==> src/rtl/turn_signal_seq_if.sv <==
// Turn-signal sequencer port bundle.
// Requests flow in, lamp drives and status flow out.
interface turn_signal_seq_if #(
  parameter int LAMPS = 3
);
  logic             left;
  logic             right;
  logic             hazard;
  logic [LAMPS-1:0] la;
  logic [LAMPS-1:0] ra;
  logic             tick;
  logic             busy;

  modport master (
    output left, right, hazard,
    input  la, ra, tick, busy
  );

  modport slave (
    input  left, right, hazard,
    output la, ra, tick, busy
  );
endinterface

==> src/rtl/turn_signal_seq.sv <==
// Turn-signal lamp sequencer: prescaled step FSM
// driving fill or chase patterns on left/right lamps.
module turn_signal_seq #(
  parameter int LAMPS = 3,
  parameter int DIV   = 12_500_000,
  parameter int CHASE = 0
) (
  input  logic               clk,
  input  logic               rst,
  turn_signal_seq_if.slave   bus
);

  localparam int CW = (DIV > 1) ? $clog2(DIV) : 1;
  localparam int KW = $clog2(LAMPS + 1);
  localparam logic [CW-1:0] CMAX = CW'(DIV - 1);
  localparam logic [KW-1:0] KMAX = KW'(LAMPS);
  localparam logic [KW-1:0] KONE = KW'(1);

  typedef enum logic [1:0] {
    IDLE,
    LSEQ,
    RSEQ,
    HAZ
  } state_t;

  state_t           state_q;
  state_t           state_d;
  logic [KW-1:0]    k_q;
  logic [KW-1:0]    k_d;
  logic [LAMPS-1:0] la_q;
  logic [LAMPS-1:0] ra_q;
  logic [LAMPS-1:0] la_d;
  logic [LAMPS-1:0] ra_d;
  logic [LAMPS-1:0] pat;
  logic [CW-1:0]    cnt;
  logic             tick;
  logic             both;

  assign tick = (cnt == CMAX);
  assign both = bus.hazard | (bus.left & bus.right);

  // free-running prescaler, unaffected by FSM activity
  always_ff @(posedge clk) begin
    if (rst) begin
      cnt <= '0;
    end else if (tick) begin
      cnt <= '0;
    end else begin
      cnt <= cnt + 1'b1;
    end
  end

  always_comb begin
    state_d = state_q;
    k_d     = k_q;
    unique case (state_q)
      IDLE: begin
        if (both) begin
          state_d = HAZ;
        end else if (bus.left) begin
          state_d = LSEQ;
          k_d     = KONE;
        end else if (bus.right) begin
          state_d = RSEQ;
          k_d     = KONE;
        end
      end
      LSEQ, RSEQ: begin
        if (both) begin
          state_d = HAZ;
          k_d     = KONE;
        end else if (k_q < KMAX) begin
          k_d = k_q + 1'b1;
        end else begin
          state_d = IDLE;
          k_d     = KONE;
        end
      end
      HAZ: begin
        state_d = IDLE;
        k_d     = KONE;
      end
    endcase
  end

  // lamp pattern for the step being entered
  always_comb begin
    pat = '0;
    for (int i = 0; i < LAMPS; i++) begin
      if (CHASE != 0) begin
        pat[i] = (KW'(i + 1) == k_d);
      end else begin
        pat[i] = (KW'(i) < k_d);
      end
    end
  end

  always_comb begin
    la_d = '0;
    ra_d = '0;
    unique case (state_d)
      IDLE: ;
      LSEQ: la_d = pat;
      RSEQ: ra_d = pat;
      HAZ: begin
        la_d = '1;
        ra_d = '1;
      end
    endcase
  end

  always_ff @(posedge clk) begin
    if (rst) begin
      state_q <= IDLE;
      k_q     <= KONE;
      la_q    <= '0;
      ra_q    <= '0;
    end else if (tick) begin
      state_q <= state_d;
      k_q     <= k_d;
      la_q    <= la_d;
      ra_q    <= ra_d;
    end
  end

  assign bus.la   = la_q;
  assign bus.ra   = ra_q;
  assign bus.tick = tick;
  assign bus.busy = (state_q != IDLE);

endmodule

==> src/flat_wrapper.sv <==
// flat-port wrapper written by rule: the top's interface ports become plain ports
module turn_signal_seq_flat 
#(
  parameter int LAMPS = 3,
  parameter int DIV   = 12_500_000,
  parameter int CHASE = 0
)
  (clk, rst, bus_left, bus_right, bus_hazard, bus_la, bus_ra, bus_tick, bus_busy);
  turn_signal_seq_if #(.LAMPS(LAMPS)) bus_i ();
  input  logic clk;
  input  logic rst;
  input wire logic [$bits(bus_i.left)-1:0] bus_left;
  input wire logic [$bits(bus_i.right)-1:0] bus_right;
  input wire logic [$bits(bus_i.hazard)-1:0] bus_hazard;
  output wire logic [$bits(bus_i.la)-1:0] bus_la;
  output wire logic [$bits(bus_i.ra)-1:0] bus_ra;
  output wire logic [$bits(bus_i.tick)-1:0] bus_tick;
  output wire logic [$bits(bus_i.busy)-1:0] bus_busy;
  assign bus_i.left = bus_left;
  assign bus_i.right = bus_right;
  assign bus_i.hazard = bus_hazard;
  assign bus_la = bus_i.la;
  assign bus_ra = bus_i.ra;
  assign bus_tick = bus_i.tick;
  assign bus_busy = bus_i.busy;
  turn_signal_seq #(.LAMPS(LAMPS), .DIV(DIV), .CHASE(CHASE)) u_core (.clk(clk), .rst(rst), .bus(bus_i));
endmodule
==> config.mk <==
export PLATFORM = sky130hd
export DESIGN_NAME = turn_signal_seq_flat
export DESIGN_NICKNAME = d
export VERILOG_FILES = /design/src/rtl/turn_signal_seq_if.sv /design/src/rtl/turn_signal_seq.sv /design/src/flat_wrapper.sv
export SDC_FILE = /design/constraint.sdc
export NUM_CORES = 1
export LEC_CHECK = 0
export ABC_AREA = 1
export CAP_MARGIN = 15
export CORE_UTILIZATION = 35
export CTS_CLUSTER_SIZE = 25
export DETAILED_ROUTE_END_ITERATION = 10
export PLACE_DENSITY = 0.59
export SLEW_MARGIN = 10
export SYNTH_ARGS = -nofsm -noshare
export SYNTH_HDL_FRONTEND = slang
export SYNTH_SLANG_ARGS = --single-unit
==> constraint.sdc <==
create_clock -name clk -period 2.3 [get_ports clk]
set_input_delay 0.345 -clock clk [delete_from_list [all_inputs] [get_ports clk]]
set_output_delay 0.345 -clock clk [all_outputs]
set_load 0.1 [all_outputs]
==> metrics.md, run 1 <==
| Metric | Value |
|---|---|
| Startpoint Class | `flip-flop` |
| Worst vdd ir | `approximately 0.39 mV` |
| Worst r2r src | `u_core.cnt[0]` |
| Site Rows | `26` |
| Post-route setup TNS | `0 ns` |
| Synth Area in Compound Gates | `6.76%` |
| Drt first pass iters | `4` |
| Largest net degree at the start of global routing | `29` |
| Post-Syn Area | `~1900 um^2` |
| Xor and xnor area share after synthesis | `~4.2%` |
| Layout cells sized above 1 | `8.82%` |
| Area of the multi-input gates | `between 1000 and 1500 um^2` |
| CP required | `around 2 ns` |
| Hold path cells | `1` |
| Root buf cell | `clkbuf_8` |
| CP top delay family | `simple AND/OR/NAND/NOR gates` |
| Critical-path cell list | `ha_2 > nand2_2 > nor2_4 > inv_2 > nor2_4 > nand3_2 > inv_1 > buf_12` |
| Area contributors post-synth | `dfxtp_1 36%, nand2_1 17%, nor2_1 9.4%` |
| Highest routed metal layer | `met4` |
| Largest family of logic cells by synthesized area | `simple AND/OR/NAND/NOR gates` |
| CTS tree | `done` |
| IO buf count | `12` |
| Reg-to-reg critical path endpoint | `u_core.bus.la[0]` |
| Via density | `around 4.7` |
| Leakage power | `between 0.8 and 0.9 nW` |
| Chip width | `75.4 um` |
| Mapped Avg Cell Area | `around 6.6 um^2` |
| IO Count | `13` |
| CTS buffer count | `5` |
| Seq. cell area | `between 600 and 700 um^2` |
| Synth Area in Simple Gates | `around two fifths` |
| Final Non-Filler Cells | `about 380` |
| Worst rel slew slack | `approximately three quarters` |
| Hold Startpoint | `u_core.cnt[0]` |
| Die span in y | `around 75 um` |
| Cells on worst reg2reg path | `10` |
| FF+latch count, synth | `34` |
| Hold Crit Endpoint | `u_core.cnt[0]` |
| Top FF cell, synth | `dfxtp_1` |
| Drt initial violations | `between 60 and 70` |
| First-pass GRT wire length | `~6900 um` |
| Cell count after synthesis | `between 200 and 300` |
| Final worst-path cycle share | `93.0%` |
| Setup crit end kind | `output port` |
| Buf/Inv on CP | `3` |
| Wl on met1 | `roughly 2000 um` |
| Mapped Nets | `approximately 300` |
| Vias in the first global route | `1650` |
| Clk pin slew, worst setup/hold paths | `roughly 0.070 ns` |
| Initial Util | `approximately 37%` |
| RSZ-0062 raised after global routing | `false` |
| Post-synth EDFFs | `0` |
| Synth-to-Final Area Change | `14.9%` |
| DP HPWL | `3210 um` |
| Yosys warning total | `0` |
| Gr usage total | `between 10% and 20%` |
| Worst hold-check path type | `reg -> reg` |
| Synth top area share | `36.1%` |
| CTS sink cnt | `34` |
| Post-CTS setup buffers | `0` |
| Total core area | `slightly above 5000 um^2` |
| Slowest-stage cell, CP | `dfxtp_2` |
| Post_cts resized | `0` |
| Arr. time, crit path | `1.79 ns` |
| Fillers | `between 500 and 600` |
| Routed wl met3 | `roughly 110 um` |
| Outcome | `complete, no violations` |
| Cell Pwr Density | `508 nW/um^2` |
| Final nets | `about 320` |
| H-Tree Depth | `2` |
| Mux contribution to synthesized area | `0%` |
| Fmax | `~0.47 GHz` |
| Longest Clk Path Bufs | `2` |
| DIE AREA | `5690 um^2` |
| Antenna viol nets, final | `0` |
| Adder-cell share of the synthesized area | `slightly below 4%` |
| Placed Cells | `between 300 and 400` |
| Gr ovfl total | `0` |
| Wirelength, routed | `4190 um` |
| Max_cap viols | `0` |
| Distinct cell type count after synthesis | `25` |
| Clk_lat worst skew | `slightly below 0.3 ns` |
| Post-CTS Hold Fix Bufs | `0` |
| Crit-path most repeated cell | `nor2_4` |
| Synth area leader | `dfxtp_1` |
| Initial antenna violation count | `0` |
| Final number of hold-violating endpoints | `0` |
| Worst Setup SP | `u_core.cnt[0]` |
| Final worst path period need | `2.14 ns` |
| CP max stage delay | `~0.37 ns` |
| Critical Path Fanout Max | `6` |
| Drt drc | `0` |
| Sequential share of the synthesized area | `between 30 and 40%` |
| Drt wl/cell | `11.1 um` |
| Post-synth top cells | `83 x nand2_1, 47 x nor2_1, 39 x inv_1` |
| Final Slew Violations | `0` |
| DR vias | `1764` |
| Top-count cell post-synth | `nand2_1` |
| Ys async rst share | `0%` |
| Setup violators final | `0` |
| Met2 routed WL | `between 1500 and 2000 um` |
| Worst-Margin Slew | `0.385 ns` |
| Critical path start-end classification | `reg -> out` |
| Worst Clk Skew | `~0.0054 ns` |
| N_diodes | `0` |
| R2r setup slk | `approximately 0.46 ns` |
| Routability congestion estimate from global placement | `0.899` |
## final cells by class
cell class	instances	share of cell area, %
inverter	41	7.10
clock inverter	2	0.577
multi-input combinational	211	47.8
timing repair buffer	12	5.20
clock buffer	6	3.81
sequential	34	31.5
tap	70	4.04
## where the power goes
group,total (mW),switching [mW],internal [mW]
logic,0.0449,0.0285,0.0164
registers,0.598,0.00484,0.593
clock network,0.458,0.218,0.240
## cells by family (layout without fill, tap and decap cells)
group	after synthesis	after routing
AO/OA/AOI/OAI	24	24
AND/OR/NAND/NOR	172	172
flip-flops	34	34
buffers and inverters	43	61
adder cells (fa/ha/maj)	6	6
XOR/XNOR	9	9
## sequential cells by signal (all words and copies together) (netlist names)
| name | cells |
|---|---|
| u_core.bus.la | 3 |
| u_core.bus.ra | 3 |
| u_core.cnt | 24 |
| u_core.k_q | 2 |
| u_core.state_q | 2 |
## per-layer routing
layer	track usage [%]	up-vias
met5	0	-
met4	7.20	0
met3	4.10	8
met2	28.5	17
met1	19.2	798
li1	-	941
## worst reg2reg max path, cell delays in order (launching register included)
cell     delay (ns)
dfxtp_2        0.37
ha_2           0.24
nand2_2        0.08
nor2_4         0.14
inv_2          0.09
nor2_4         0.12
nand3_2        0.14
nand2_4        0.28
inv_2          0.12
nand2_1        0.07
nand3_1        0.07
## through the flow
step	area (um^2)	power [mW]	worst slack, ns	hold slack [ns]	util, %
2_1_floorplan	1890	0.641	0.208	0.441	-
3_3_place_gp	2070	0.655	0.418	0.442	40.2
3_5_place_dp	2070	0.655	0.363	0.447	40.2
4_1_cts	2160	1.11	0.0793	0.461	42.1
5_1_grt	2170	1.15	0.0309	0.476	42.2
6_report	2170	1.10	0.162	0.454	42.2
## how the worst max path moves through the flow
stage	endpoint	slack (ns)	cells past startpoint
after CTS	bus_tick	0.08	8
after detailed placement	u_core.bus.la[0]	0.36	10
after global routing	bus_tick	0.03	8
final	bus_tick	0.16	8
after floorplan	bus_tick	0.21	7
after global placement	u_core.bus.la[0]	0.42	10
## layout by cell type (no fill, tap or decap), types with 2 or more instances in the layout
cell | synthesis | routed
or2_2 | 2 | 2
ha_1 | 6 | 5
inv_1 | 39 | 39
nor3b_1 | 2 | 2
nor2_4 | 2 | 2
nor2_1 | 47 | 47
nand3_1 | 16 | 16
nor3_1 | 3 | 3
o21ai_0 | 3 | 3
clkdlybuf4s50_1 | 0 | 4
clkbuf_8 | 0 | 6
nand4_1 | 11 | 11
buf_4 | 1 | 7
a21oi_1 | 16 | 16
inv_2 | 2 | 2
nand2_1 | 83 | 83
o22ai_1 | 3 | 3
dfxtp_1 | 34 | 33
xor2_1 | 7 | 7
nand3b_1 | 3 | 3
xnor2_1 | 2 | 2
(Power assumes the default switching activity.)
==> inputs of run 2 (changes only) <==
- CTS_BUF_LIST: unset -> sky130_fd_sc_hd__clkbuf_16
==> run 2 against run 1 <==
Net effect:
- critical path depth stayed put
- clock power is 38% higher
- clock skew is 0.0018 ns lower
- fmax is 1.7% lower
==> metrics.md, run 2 (synthesized netlist as in run 1, its figures left out) <==
| Metric | Value |
|---|---|
| Outcome | `complete, no violations` |
| Largest net degree at the start of global routing | `29 (unchanged)` |
| Worst vdd ir | `0.319 mV (-19%)` |
| N_diodes | `0 (unchanged)` |
| Die span in y | `75.4 um (unchanged)` |
| Via density | `4.70 (+0.23%)` |
| DIE AREA | `5690 um^2 (unchanged)` |
| Worst Clk Skew | `0.00359 ns (-0.00178 ns)` |
| Gr usage total | `16.4% (unchanged)` |
| Top reg by flops | `u_core.cnt` |
| Slowest-stage cell, CP | `dfxtp_1` |
| Routability congestion estimate from global placement | `0.899 (unchanged)` |
| IO Count | `13 (unchanged)` |
| Hold path cells | `2 (+1)` |
| CTS buffer count | `5 (unchanged)` |
| IO buf count | `12 (unchanged)` |
| Synth-to-Final Area Change | `17.2%` |
| Arr. time, crit path | `1.83 ns (+0.04 ns)` |
| Critical Path Fanout Max | `6 (unchanged)` |
| Final nets | `316 (unchanged)` |
| Place WS | `0.363 ns (unchanged)` |
| Antenna viol nets, final | `0 (unchanged)` |
| Clk pin slew, worst setup/hold paths | `0.05 ns (-0.02 ns)` |
| Gr ovfl total | `0 (unchanged)` |
| RSZ-0062 raised after global routing | `false` |
| Largest register FFs | `24 (unchanged)` |
| CP required | `1.96 ns (about the same)` |
| Setup violators final | `0 (unchanged)` |
| Startpoint Class | `flip-flop` |
| Clk_lat worst skew | `0.28 ns (about the same)` |
| Crit-path most repeated cell | `nor2_4` |
| Setup crit end kind | `output port` |
| CTS tree | `done` |
| Layout cells sized above 1 | `8.17% (-0.65 points)` |
| Worst rel slew slack | `74.6% (+0.39 points)` |
| Final worst path period need | `2.17 ns (+0.0359 ns)` |
| Core Util, Final | `43.0% (+0.88 points)` |
| Drt initial violations | `63 (-7.4%)` |
| Cell Pwr Density | `577 nW/um^2 (+14%)` |
| Initial Util | `36.7% (unchanged)` |
| CTS sink cnt | `34 (unchanged)` |
| PnR worst setup slack | `0.126 ns (-0.0359 ns)` |
| Post-CTS Hold Fix Bufs | `0 (unchanged)` |
| DR vias | `1768 (+0.23%)` |
| Drt drc | `0 (unchanged)` |
| Fmax | `0.460 GHz (-1.7%)` |
| Critical path start-end classification | `reg -> out` |
| Cells on worst reg2reg path | `10 (unchanged)` |
| DP HPWL | `3210 um (unchanged)` |
| Most common cell after layout, fill and taps aside | `nand2_1` |
| Final Slew Violations | `0 (unchanged)` |
| Post-route setup TNS | `0 ns (unchanged)` |
| Final worst-path cycle share | `94.5% (+1.6 points)` |
| Drt first pass iters | `4 (unchanged)` |
| Worst-Margin Slew | `0.379 ns (-0.00579 ns)` |
| Chip width | `75.4 um (unchanged)` |
| Leakage power | `0.867 nW (+2.3%)` |
| Most frequent cells in the layout | `83 x nand2_1, 47 x nor2_1, 39 x inv_1, 34 x dfxtp_1` |
| Drt wl/cell | `11.1 um (-0.31%)` |
| Fillers | `571 (-1.0%)` |
| Root buf cell | `clkbuf_16` |
| Wirelength, routed | `4170 um (-0.31%)` |
| Final number of hold-violating endpoints | `0 (unchanged)` |
| R2r setup slk | `0.41 ns (-0.05 ns)` |
| First-pass GRT wire length | `6960 um (+0.30%)` |
| Initial antenna violation count | `0 (unchanged)` |
| Total core area | `5140 um^2 (unchanged)` |
| Critical-path cell list | `ha_2 > nand2_2 > nor2_4 > inv_2 > nor2_4 > nand3_2 > inv_1 > buf_12` |
| Site Rows | `26 (unchanged)` |
| Vias in the first global route | `1659 (+0.55%)` |
| Longest Clk Path Bufs | `2 (unchanged)` |
| Worst hold-check path type | `reg -> reg` |
| Max_cap viols | `0 (unchanged)` |
| CP max stage delay | `0.39 ns (+0.02 ns)` |
| H-Tree Depth | `2 (unchanged)` |
## run 2: final timing paths
path                    start                to
max             u_core.cnt[0]          bus_tick
min          u_core.bus.ra[2]  u_core.bus.ra[2]
max reg2reg     u_core.cnt[0]  u_core.bus.la[0]
min reg2reg  u_core.bus.ra[2]  u_core.bus.ra[2]
## run 2: where the power goes
part	internal (mW)	switching, mW	total, mW
combinational	0.0163	0.0283	0.0446
sequential	0.594	0.00473	0.599
clock	0.394	0.239	0.634
total	1.00	0.272	1.28
## run 2: cell type report
| cell class | count | area (um^2) | share of cell area, % |
|---|---|---|---|
| flip-flops and latches | 34 | 681 | 30.8 |
| well taps | 70 | 87.6 | 3.96 |
| inverters | 41 | 154 | 6.96 |
| clock inverters | 3 | 16.3 | 0.735 |
| clock buffers | 5 | 125 | 5.66 |
| repair buffers | 12 | 113 | 5.09 |
| multi-input cells | 211 | 1040 | 46.8 |
## run 2: timing repair
action	in CTS	in global routing
endpoints found under the hold margin	0	0
gates resized for setup	0	1
endpoints found under the setup margin	0	1
buffers inserted	0	0
## run 2: stage by stage
stage                     hold WS [ns]  total power, mW  cell area, um^2  std cells
after floorplan                  0.441            0.641             1890        288
after global placement           0.442            0.655             2070        368
after detailed placement         0.447            0.655             2070        368
after CTS                        0.458             1.29             2210        376
after global routing             0.487             1.32             2210        376
final                            0.453             1.28             2210        376
## run 2: critical path: cells and delay by family (launching register included)
kind,cells,cell delay [ns]
adders and majority gates,1,0.25
buffers and inverters,3,0.42
DFF,1,0.39
and+or+nand+nor,4,0.48
## run 2: routing by layer
layer | global-route usage, % | up-vias | share of wire [%]
met2 | 29.1 | 18 | 47
met1 | 19.0 | 802 | 49
met5 | 0 | - | 0
met3 | 3.31 | 9 | 2.4
met4 | 7.82 | 0 | 2.3
li1 | - | 939 | -
